==> src/rtl/fnv1a_lane_reduce.sv <==
// FNV-1a lane reducer: folds WORDS_PER_LANE mix words per lane into one 32-bit hash
// and hands each lane hash, tagged with its lane index, to the digest stage.
`timescale 1ns/1ps

module fnv1a_lane_reduce #(
    parameter int unsigned WORDS_PER_LANE = 32,
    parameter int unsigned LANES          = 16,
    parameter logic [31:0] FNV_OFFSET     = 32'h811C9DC5,
    parameter logic [31:0] FNV_PRIME      = 32'h01000193,
    localparam int unsigned LW = (LANES > 1) ? $clog2(LANES) : 1,
    localparam int unsigned WW = (WORDS_PER_LANE > 1) ? $clog2(WORDS_PER_LANE) : 1
) (
    input  logic          clk,
    input  logic          rst,
    input  logic          in_valid,
    output logic          in_ready,
    input  logic [31:0]   in_data,
    output logic          out_valid,
    input  logic          out_ready,
    output logic [31:0]   out_data,
    output logic [LW-1:0] out_lane,
    output logic          out_last
);

    typedef enum logic {
        ACCUM = 1'b0,
        OUT   = 1'b1
    } state_t;

    localparam logic [WW-1:0] WORD_MAX = WW'(WORDS_PER_LANE - 1);
    localparam logic [LW-1:0] LANE_MAX = LW'(LANES - 1);

    state_t         r_state;
    state_t         w_state_next;
    logic [31:0]    r_hash;
    logic [WW-1:0]  r_word_cnt;
    logic [LW-1:0]  r_lane_cnt;
    logic           r_out_valid;
    logic [31:0]    r_out_data;
    logic [LW-1:0]  r_out_lane;
    logic           r_out_last;

    logic [31:0]    w_next_h;
    logic           w_accept;
    logic           w_last_word;
    logic           w_lane_last;
    logic           w_out_hs;

    assign in_ready  = (r_state == ACCUM) && !rst;
    assign out_valid = r_out_valid;
    assign out_data  = r_out_data;
    assign out_lane  = r_out_lane;
    assign out_last  = r_out_last;

    // Product is taken modulo 2^32 by the 32-bit assignment.
    assign w_next_h    = (r_hash ^ in_data) * FNV_PRIME;
    assign w_accept    = in_valid && in_ready;
    assign w_last_word = (r_word_cnt == WORD_MAX);
    assign w_lane_last = (r_lane_cnt == LANE_MAX);
    assign w_out_hs    = r_out_valid && out_ready;

    always_comb begin
        w_state_next = r_state;
        case (r_state)
            ACCUM:   if (w_accept && w_last_word) w_state_next = OUT;
            OUT:     if (w_out_hs) w_state_next = ACCUM;
            default: w_state_next = ACCUM;
        endcase
    end

    always_ff @(posedge clk) begin
        if (rst) r_state <= ACCUM;
        else     r_state <= w_state_next;
    end

    always_ff @(posedge clk) begin
        if (rst) begin
            r_hash      <= FNV_OFFSET;
            r_word_cnt  <= '0;
            r_lane_cnt  <= '0;
            r_out_valid <= 1'b0;
            r_out_data  <= '0;
            r_out_lane  <= '0;
            r_out_last  <= 1'b0;
        end else begin
            if (w_accept) begin
                if (w_last_word) begin
                    r_out_data  <= w_next_h;
                    r_out_lane  <= r_lane_cnt;
                    r_out_last  <= w_lane_last;
                    r_out_valid <= 1'b1;
                    r_word_cnt  <= '0;
                    r_hash      <= FNV_OFFSET;
                end else begin
                    r_hash     <= w_next_h;
                    r_word_cnt <= r_word_cnt + 1'b1;
                end
            end
            // Only reachable in OUT, so it never coincides with an accept.
            if (w_out_hs) begin
                r_out_valid <= 1'b0;
                r_lane_cnt  <= w_lane_last ? '0 : r_lane_cnt + 1'b1;
            end
        end
    end

endmodule
==> config.mk <==
export PLATFORM = sky130hd
export DESIGN_NAME = fnv1a_lane_reduce
export DESIGN_NICKNAME = d
export VERILOG_FILES = /design/src/rtl/fnv1a_lane_reduce.sv
export SDC_FILE = /design/constraint.sdc
export NUM_CORES = 1
export LEC_CHECK = 0
export CORE_MARGIN = 3
export CORE_UTILIZATION = 55
export DETAILED_ROUTE_END_ITERATION = 12
export PLACE_DENSITY = 0.79
export SETUP_SLACK_MARGIN = 0.4
export SLEW_MARGIN = 40
export SYNTH_ARGS = -nofsm -noshare
export SYNTH_HDL_FRONTEND = slang
export SYNTH_SLANG_ARGS = --single-unit
==> constraint.sdc <==
create_clock -name clk -period 5.4 [get_ports clk]
set_clock_uncertainty 0.15 [all_clocks]
set_input_delay 0.81 -clock clk [delete_from_list [all_inputs] [get_ports clk]]
set_output_delay 0.81 -clock clk [all_outputs]
set_load 0.01 [all_outputs]
### Word-level counts from Yosys, hierarchy flattened

Cells that the tools add are included.

* bits in registers: 80
* word-level logic and storage cells: 28

* add/sub/neg operators: 2
* multiply operators: 1
* eq/ne operators: 2
* multiplexer cells: 6
* bitwise operators: 2
* reductions and logical operators: 7

Operator list (count)
* 32-bit by 25-bit multiplier with 32-bit output (second input constant): 1
* 32-bit two-way mux: 1
* 32-bit bitwise XOR: 1
* 5-bit by 1-bit adder with 5-bit output (second input constant): 1
* 5-bit equality test (second input constant): 1
* 5-bit two-way mux: 1
* 4-bit by 1-bit adder with 4-bit output (second input constant): 1
* 4-bit equality test (second input constant): 1
* 1-bit logical AND: 4
* 4-bit two-way mux: 1
* 1-bit two-way mux: 2
* 1-bit case mux with 2 select lines: 1
* 2-bit AND reduction: 1
* 2-bit OR reduction: 1
* 1-bit logical NOT: 1
* 1-bit inverter: 1

### Depth between registers and ports, before layout

* depth after elaboration: 6
* mapped depth: 22
* mapped depth without buffers: 21

### Worst setup path after synthesis

No wires, ideal clock.

* path type: input -> register
* from: input port in_data[10]
* to: register r_hash[29]
* data arrival time: 5.538 ns
* slack: -0.419 ns
* cell stages on the path: 19
* path through: xnor2_1 inv_1 ha_1 ha_1 fa_1 ha_1 fa_1 ha_1 inv_1 fa_1 inv_1 ha_1 buf_2 nand2_2 a2111oi_0 o21ai_1 a2111oi_2 o21a_1 o31ai_1

* cells in the longest elaborated chain, start to end: 3

RTL lines
* start, declared: RTL line 17 `input logic [31:0] in_data,`
* 32-bit bitwise XOR: RTL line 56 `assign w_next_h = (r_hash ^ in_data) * FNV_PRIME;`
* 32-bit by 25-bit multiplier with 32-bit output: RTL line 56
* 32-bit two-way mux: RTL line 87 `if (w_last_word) begin`
* end signal, assigned: RTL line 95 `r_hash <= w_next_h;`
* end, declared: RTL line 35 `logic [31:0] r_hash;`

No other way between the ends.
A chain may end at the register's enable or synchronous reset.

### Worst setup path after layout

* from: register r_hash[5]
* to: register r_hash[30]

* cells in the longest elaborated chain, start to end: 3

RTL lines (RTL line)
* 32-bit bitwise XOR: 56
* 32-bit by 25-bit multiplier with 32-bit output: 56
* 32-bit two-way mux: 87

No other way between the ends.

==> metrics.txt <==
# TYPE chip_impl_metric gauge
chip_impl_metric{name="grt_antenna_before_repair",unit=""} 0
chip_impl_metric{name="grt_first_pass_wirelength",unit="µm"} 47500
chip_impl_metric{name="synthesis.instances",unit=""} 994
chip_impl_metric{name="numCtsBuffers",unit=""} 9
chip_impl_metric{name="timing.slew.headroom",unit="%"} 38.64
chip_impl_metric{name="numPortBuffers",unit=""} 74
chip_impl_metric{name="yosysSeqAreaShare",unit="%"} 17.87
chip_impl_info{name="synth_flop_cell",value="dfxtp_1"} 1
chip_impl_info{name="cts-root-buf",value="clkbuf_16"} 1
chip_impl_metric{name="critPathMaxFanout",unit=""} 5
chip_impl_metric{name="worst-slew-pin-transition",unit="ns"} 0.9195
chip_impl_metric{name="initial_utilization",unit="%"} 56.40
chip_impl_metric{name="core.rowCount",unit=""} 46
chip_impl_metric{name="max_freq",unit="MHz"} 175.0
chip_impl_metric{name="dieHeight",unit="µm"} 133.6
chip_impl_metric{name="number_of_levels_the_h_tree_was_split_into",unit=""} 3
chip_impl_metric{name="routedWlPerCell",unit="µm"} 25.58
chip_impl_metric{name="ios",unit=""} 75
chip_impl_info{name="setup.worst_path.start_class",value="flop"} 1
chip_impl_metric{name="final-setup-viol-count",unit=""} 28
chip_impl_metric{name="routed_wl",unit="µm"} 38420
chip_impl_metric{name="cp_slowest_stage_delay",unit="ns"} 0.66
chip_impl_metric{name="synthesis.nets",unit=""} 1279
chip_impl_metric{name="postSynthAreaPerCell",unit="µm²"} 9.014
chip_impl_metric{name="place_inst",unit=""} 1401
chip_impl_metric{name="timing.critical_path.required",unit="ns"} 5.43
chip_impl_info{name="unrepaired_setup_endpoints_after_global_routing",value="yes"} 1
chip_impl_info{name="path_cells",value="xor2_4, ha_4, ha_4, fa_1, ha_2, fa_1, ha_1, inv_2, fa_1, inv_2, ha_4, a21o_1, a21o_1, a221o_1, a41oi_4, buf_6, o31ai_4, xnor2_2, o21ai_1"} 1
chip_impl_metric{name="cts.path.max_buffers",unit=""} 2
chip_impl_metric{name="rrSetupSlack",unit="ns"} -0.31
chip_impl_metric{name="antenna_violating_nets_post_route",unit=""} 0
chip_impl_metric{name="n_fill_cell",unit=""} 605
chip_impl_info{name="critical-path-top-delay-family",value="adder cells"} 1
chip_impl_info{name="violated_checks",value="setup timing"} 1
chip_impl_metric{name="dr_total_vias",unit=""} 9347
chip_impl_info{name="end_kind",value="flop"} 1
chip_impl_metric{name="timing.critical_path.arrival",unit="ns"} 5.74
chip_impl_metric{name="route.detailed.vias_per_inst",unit=""} 6.223
chip_impl_metric{name="largest_net_degree_at_the_start_of_global_routing",unit=""} 57
chip_impl_metric{name="synth_edf_count",unit=""} 0
chip_impl_info{name="leading_cell_types_by_total_area_after_synthesis",value="ha_1, dfxtp_1, fa_1"} 1
chip_impl_metric{name="postSynthRegisterBits",unit=""} 80
chip_impl_info{name="result_of_the_run",value="finished, violations left"} 1
chip_impl_info{name="cts_tree",value="yes"} 1
chip_impl_metric{name="worst_setup_hold_path_clk_slew",unit="ns"} 0.07
chip_impl_metric{name="synth-warning-count",unit=""} 0
chip_impl_metric{name="layout-area-overhead-vs-synth",unit="%"} 59.52
chip_impl_metric{name="die_w",unit="µm"} 133.6
chip_impl_metric{name="globalRouteOverflowTotal",unit=""} 0
chip_impl_metric{name="netlist.area_leader.share",unit="%"} 24.44
chip_impl_metric{name="period_needed",unit="ns"} 5.713
chip_impl_metric{name="timing_max_transition_violations_final",unit=""} 0
chip_impl_metric{name="setup_ws",unit="ns"} -0.3128
chip_impl_info{name="worst-setup-path-type",value="flop to flop"} 1
chip_impl_metric{name="finish.instance_area",unit="µm²"} 14290
chip_impl_metric{name="layoutNonFillerInstCount",unit=""} 1502
chip_impl_metric{name="layout-drive-gt1-share",unit="%"} 43.47
chip_impl_metric{name="insertion_delay",unit="ns"} 0.35
chip_impl_metric{name="synth_async_sr_flop_share",unit="%"} 0
chip_impl_metric{name="synthesis.area",unit="µm²"} 8960
chip_impl_metric{name="count_of_antenna_diodes_in_the_layout",unit=""} 0
chip_impl_metric{name="holdWs",unit="ns"} 0.3266
chip_impl_metric{name="dr.pass1.iters",unit=""} 7
chip_impl_metric{name="core_area",unit="µm²"} 15890
chip_impl_metric{name="drt_first_iter_violations",unit=""} 945
chip_impl_metric{name="cts-hold-fix-buffers",unit=""} 0
chip_impl_metric{name="gp_congestion",unit=""} 0.8956
chip_impl_metric{name="number_of_failing_hold_endpoints_at_the_final_stage",unit=""} 0
chip_impl_metric{name="grt_use_total",unit="%"} 34.15
chip_impl_metric{name="clock_sinks",unit=""} 80
chip_impl_metric{name="period_share",unit="%"} 105.8
chip_impl_metric{name="post-route-drc-count",unit=""} 0
chip_impl_metric{name="place_area",unit="µm²"} 11930
chip_impl_info{name="hold_class",value="flop to flop"} 1
chip_impl_metric{name="pre_cts_ws",unit="ns"} -0.8862
chip_impl_info{name="netlist.top_cell.by_area",value="ha_1"} 1
chip_impl_metric{name="maxCapViolations",unit=""} 0
chip_impl_metric{name="first_global_vias",unit=""} 8909
chip_impl_metric{name="synth.distinct_cells",unit=""} 53
chip_impl_metric{name="fp.dieArea",unit="µm²"} 17860
chip_impl_metric{name="dp_hpwl",unit="µm"} 20720
chip_impl_metric{name="worstPathBufferInverterCount",unit=""} 3
chip_impl_info{name="critical-path-slowest-cell",value="dfxtp_1"} 1
chip_impl_metric{name="fin_nets",unit=""} 1566
==> cells by family (layout without fill, tap and decap cells) <==
kind of cell    Yosys count  count (layout)  share of synthesized area, %
xor+xnor                 86              86                         8.728
flops                    80              80                         17.87
buf+inv                 216             508                         9.077
fa+ha+maj               249             249                         40.97
simple gates            202             202                         11.19
compound gates          161             161                         12.16
==> synthesized netlist by cell type (14+ instances only) <==
library cell	n
a21o_1	18
xnor2_1	48
a21oi_1	48
xor2_1	35
nand2_1	74
nand3b_1	31
nor2_1	45
clkbuf_1	25
ha_1	175
o21ai_0	23
inv_1	186
o21ai_1	14
dfxtp_1	80
fa_1	74
==> metrics by stage <==
step                      setup TNS, ns  utilization, %
after floorplan                       0               -
after global placement           -25.46           75.07
after detailed placement         -27.83           75.13
after CTS                      -0.05709           85.12
after global routing             -6.416           89.97
final                            -5.029           89.97
==> flip-flops by register name (all words and copies together) (netlist names) <==
register    flops
r_hash         32
out_last        1
out_data       32
out_lane        4
out_valid       1
r_lane_cnt      4
r_word_cnt      5
r_state         1
==> path summary, 6_finish.rpt <==
check | start | to | depth (start not counted)
worst max-delay path | r_hash[5]$_SDFFE_PP0P_ | r_hash[30]$_SDFFE_PP0P_ | 19
worst min-delay path | out_data[26]$_SDFFE_PP0P_ | out_data[26]$_SDFFE_PP0P_ | 2
worst max register to register | r_hash[5]$_SDFFE_PP0P_ | r_hash[30]$_SDFFE_PP0P_ | 19
worst min register to register | out_data[26]$_SDFFE_PP0P_ | out_data[26]$_SDFFE_PP0P_ | 2
==> worst register-to-register path, cell delays in order (launching register included) <==
cell and delay, ns:
dfxtp_1 0.66, xor2_4 0.27, ha_4 0.24, ha_4 0.15, fa_1 0.55, ha_2 0.19, fa_1 0.43, ha_1 0.34
inv_2 0.05, fa_1 0.53, inv_2 0.06, ha_4 0.24, a21o_1 0.18, a21o_1 0.20, a221o_1 0.37, a41oi_4 0.27
buf_6 0.20, o31ai_4 0.08, xnor2_2 0.23, o21ai_1 0.13
==> per-layer routing <==
layer / vias to the layer above / routed length (µm) / track usage, % / share of wire, %
li1: 3842 / - / - / -
met1: 4504 / 13930 / 42.54 / 36
met2: 727 / 18080 / 58.01 / 47
met3: 274 / 3524 / 5.476 / 9.2
met4: 0 / 2884 / 16.29 / 7.5
met5: - / 0 / 0 / 0
==> placed cells by master (no fill, tap or decap), drive strengths merged, types with 8 or more instances in the layout <==
| cell | count |
|---|---|
| fa | 74 |
| a22o | 9 |
| inv | 190 |
| dfxtp | 80 |
| nand2 | 75 |
| a21o | 18 |
| o21ai | 37 |
| nand3b | 31 |
| clkbuf | 12 |
| buf | 251 |
| nor2 | 45 |
| xor2 | 35 |
| o31ai | 8 |
| clkdlybuf4s50 | 46 |
| a21oi | 48 |
| nor3 | 8 |
| ha | 175 |
| xnor2 | 50 |
| nand2b | 8 |
==> cell type report <==
class | instances | area (µm²) | area share (%)
clock inverters | 7 | 87.58 | 0.6128
well taps | 216 | 270.3 | 1.891
flip-flops and latches | 80 | 1603 | 11.21
clock buffers | 9 | 225.2 | 1.576
repair buffers | 305 | 2595 | 18.16
multi-input cells | 698 | 8800 | 61.57
inverters | 187 | 711.9 | 4.981
==> repair_timing <==
action | in CTS | in global routing
resized for setup | 280 | 109
buffers inserted | 50 | 34
setup endpoints to repair | 44 | 42
pin swaps | 152 | 108
Power is left out: the tool's default activity adds up to more than one toggle a clock period on the data nets, which glitch-free logic cannot reach.
